**config.mk**
```make
export PLATFORM = sky130hd
export DESIGN_NAME = gtech_skid_buf
export DESIGN_NICKNAME = d
export VERILOG_FILES = /design/src/rtl/gtech_skid_buf.sv
export SDC_FILE = /design/constraint.sdc
export NUM_CORES = 1
export LEC_CHECK = 0
export ABC_AREA = 1
export CAP_MARGIN = 40
export CORE_MARGIN = 2
export CORE_UTILIZATION = 45
export CTS_BUF_LIST = sky130_fd_sc_hd__clkbuf_16
export DETAILED_ROUTE_END_ITERATION = 16
export DONT_BUFFER_PORTS = 1
export GPL_TIMING_DRIVEN = 0
export HOLD_SLACK_MARGIN = 0.06
export PLACE_DENSITY_LB_ADDON = 0.08
export SETUP_SLACK_MARGIN = 0.2
export SYNTH_ARGS = -nofsm -noshare
export SYNTH_HDL_FRONTEND = slang
export SYNTH_SLANG_ARGS = --single-unit
```
**constraint.sdc**
```tcl
create_clock -name CP -period 2.1 [get_ports CP]
set_input_delay 0.42 -clock CP [delete_from_list [all_inputs] [get_ports CP]]
set_output_delay 0.42 -clock CP [all_outputs]
set_load 0.05 [all_outputs]
```
**src/rtl/gtech_skid_buf.sv**
```systemverilog
// gtech_skid_buf: two-entry valid/ready skid buffer feeding a GTECH flop stage.
// The main register drives Q/QN; the skid register catches the one word that
// can arrive while the consumer stalls. DR depends on state (and RST) only, so
// there is no combinational path from QR to DR.
module gtech_skid_buf #(
  parameter int WIDTH = 8
) (
  input  logic             CP,
  input  logic             RST,
  input  logic             FLUSH,
  input  logic [WIDTH-1:0] D,
  input  logic             DV,
  output logic             DR,
  output logic [WIDTH-1:0] Q,
  output logic [WIDTH-1:0] QN,
  output logic             QV,
  input  logic             QR,
  output logic [1:0]       OCC
);

  typedef enum logic [1:0] {
    EMPTY = 2'd0,
    ONE   = 2'd1,
    FULL  = 2'd2
  } state_e;

  state_e           state_q, state_d;
  logic [WIDTH-1:0] main_q, main_d;
  logic [WIDTH-1:0] skid_q, skid_d;
  logic             push;
  logic             pop;

  // Handshake outputs are derived from state so the downstream stall never
  // ripples combinationally back to the producer.
  assign DR   = (state_q != FULL) & ~RST;
  assign QV   = (state_q != EMPTY);
  assign Q    = main_q;
  assign QN   = ~main_q;
  assign OCC  = state_q;
  assign push = DV & DR;
  assign pop  = QV & QR;

  // Next-state and datapath steering for the main/skid register pair.
  always_comb begin
    // NOTE: every signal written here gets a default first, so no path leaves
    // it unassigned and no latch is inferred.
    state_d = state_q;
    main_d  = main_q;
    skid_d  = skid_q;
    if (FLUSH) begin
      // Push in this cycle is dropped; a pop has already been seen downstream.
      state_d = EMPTY;
      main_d  = '0;
    end else begin
      unique case (state_q)
        EMPTY: begin
          if (push) begin
            main_d  = D;
            state_d = ONE;
          end
        end
        ONE: begin
          if (push && pop) begin
            main_d = D;
          end else if (push) begin
            skid_d  = D;
            state_d = FULL;
          end else if (pop) begin
            // main keeps its stale value; Q is ignored while QV is low.
            state_d = EMPTY;
          end
        end
        FULL: begin
          if (pop) begin
            main_d  = skid_q;
            state_d = ONE;
          end
        end
        default: begin
          state_d = EMPTY;
        end
      endcase
    end
  end

  // State and data registers with synchronous reset having top priority.
  always_ff @(posedge CP) begin
    // NOTE: non-blocking assignments here so every flop samples the values
    // computed for this edge, independent of statement order.
    if (RST) begin
      // NOTE: both data registers are reset, not just the state, so Q reads
      // zero out of reset and no pre-reset word can leak through.
      state_q <= EMPTY;
      main_q  <= '0;
      skid_q  <= '0;
    end else begin
      state_q <= state_d;
      main_q  <= main_d;
      skid_q  <= skid_d;
    end
  end

endmodule

```
==> impl_metrics.toml <==
[global_routing]
first_global_vias = 903
antenna_found_initial = 0
grtUsageTotal = 0.186
grt_overflow_total = 0
grt_pass1_wl_mm = 3.69
grt_max_degree = 11

[worst_setup_path]
required_ns = 1.68
critical_path_arrival_ns = 1.36
worstSetupPathType = "reg -> out"
crit_path_start_kind = "flip-flop"
cpPeakStageDelay_ns = 0.53
r2r_setup_slack_ns = 0.44
cp_cell_sequence = "inv_2 > buf_6 > a21oi_4"
r2r_cells = 8
slowest_stage = "dfxtp_2"
cp-end-kind = "output port"
path_max_fanout = 10

[die]
core_um2 = 2000
die_height_um = 50.6
die_area_um2 = 2560
start_util = 0.488
rows = 16
chipWidth_um = 50.6
io-pin-count = 33

[placed_design]
routabilityCongestion = 0.751
hpwlAfterDp_mm = 1.53
port-buffer-count = 0

[job]
drv_cap = 0

[logic_synthesis]
synth.distinct_cells = 17
ys_ff_latch = 18
synth_cells = 151
netlist_area_um2 = 976
syn_nets = 164
ys.warnings.count = 0
syn_avg_cell_area_um2 = 6.46
seq_area_frac_synth = 0.369

[clock_network]
postCtsHoldBufs = 0
clk_pin_slew_ns = 0.05
cts_setup_buffers = 0
clock-sinks = 18
cts_buffers = 3
root_buffer = "clkbuf_16"
cts.htree.levels = 1
clk_path_buf_depth = 2
clock_latency_ns = 0.25
cts_tree = "yes"
ctsResizeCount = 3

[cells_and_area]
seq_area_um2 = 363
multi_input_area_um2 = 490
synthToLayoutAreaGrowth_pct = 12.9
num-fill-cells = 218
nets = 169
n_antenna_cell = 0
drive_above_1_share = 0.135

[route]
wl_per_cell_um = 11.6
wirelength_mm = 2.12
ant_nets = 0
drcViolationCount = 0
via_count = 886
drtIter0Drc = 10
via_per_inst = 4.87
firstDrtPassIters = 4

[power]
leakagePower_uw = 0.000523
power_density_nw_per_um2 = 773
vdd_ir_drop_max_uv = 429

[timing]
setup_viol = 0
fin_worst_skew_ns = 0.000587
relSlewSlack = 0.640
period_minus_slack_ns = 1.78
final_hold_viol_count = 0
rsz0062_at_grt = "no"
fmax_ghz = 0.561
tightestPinTransition_ns = 0.539
fin_crit_sh = 0.849
slew_violations = 0
tns_ns = 0
fin_hold_ws_ns = 0.238

[status]
status = "finished clean"

[hold_path]
hold_path_class = "in -> reg"
hold_path_depth = 1
-- report_power, final --
| group | internal, uW | switching (uW) |
|---|---|---|
| Combinational | 24.5 | 67.8 |
| Clock | 253 | 130 |
| Sequential | 349 | 27.0 |
| Total | 627 | 225 |
-- critical path, delay by kind of cell (launching register included) --
family / cells / cell delay, ns
DFF: 1 / 0.53
buffers and inverters: 2 / 0.25
AOI/OAI and AO/OA: 1 / 0.34
-- layout by cell type, fill, tap and decap left out, types with 3 or more instances in the layout --
| cell | n |
|---|---|
| a21oi_1 | 5 |
| clkbuf_16 | 3 |
| nand2_1 | 47 |
| nand2_2 | 3 |
| inv_1 | 22 |
| nand3_1 | 12 |
| dfxtp_1 | 16 |
| nor2_1 | 28 |
| nand2_4 | 3 |
-- logic make-up (layout without fill, tap and decap cells) --
logic type	count (synthesis)	after routing	share of synthesized area
AO/OA/AOI/OAI	7	7	0.0385
buffers and inverters	28	32	0.140
AND/OR/NAND/NOR	98	98	0.453
flip-flops	18	18	0.369
-- through the flow --
stage               setup slack, ns  total power, uW  utilization  instance area, um^2  instances
floorplan                     0.266              463            -                  980        151
global placement              0.205              474        0.506                 1010        178
detailed placement            0.195              476        0.506                 1010        178
CTS                           0.315              857        0.551                 1100        182
global route                  0.257              888        0.551                 1100        182
finish                        0.317              852        0.551                 1100        182
-- sequential cells by signal, indices dropped and copies added (netlist names) --
register,count
OCC,2
Q,8
skid_q,8
-- final cells by class --
class / instances / share of cell area
multi-input cells: 105 / 0.445
clock inverters: 1 / 0.00341
well taps: 27 / 0.0306
flip-flops and latches: 18 / 0.329
plain buffers: 3 / 0.0272
clock buffers: 3 / 0.0681
inverters: 25 / 0.0965
-- Yosys cell counts --
cell type,instances,area (um^2)
dfxtp_1,18,360
nand3_1,12,60.1
inv_2,2,7.51
nor2_1,28,105
clkinv_8,1,16.3
nor2_2,1,6.26
nand4_1,2,12.5
buf_6,2,22.5
nand2_2,3,18.8
inv_1,22,82.6
a211oi_1,1,7.51
nor2_4,1,11.3
a21oi_1,6,30.0
nand2_1,47,176
nand3_4,1,17.5
nand2_4,3,33.8
buf_4,1,7.51
-- final timing paths --
kind | from | endpoint
setup / recovery | OCC[0]$_SDFFE_PP0P_ | DR
hold reg to reg | skid_q[7]$_SDFFE_PP0P_ | skid_q[7]$_SDFFE_PP0P_
setup reg to reg | OCC[1]$_SDFFE_PP0P_ | skid_q[2]$_SDFFE_PP0P_
hold / removal | QR | OCC[1]$_SDFFE_PP0P_
-- layer usage --
metal | vias up | GRT usage | share of wire
li1 | 463 | - | -
met1 | 398 | 0.237 | 0.46
met2 | 25 | 0.314 | 0.47
met3 | 0 | 0.0417 | 0.065
met4 | 0 | 0.0541 | 0
met5 | - | 0 | 0
Power figures use the tool's default switching activity.
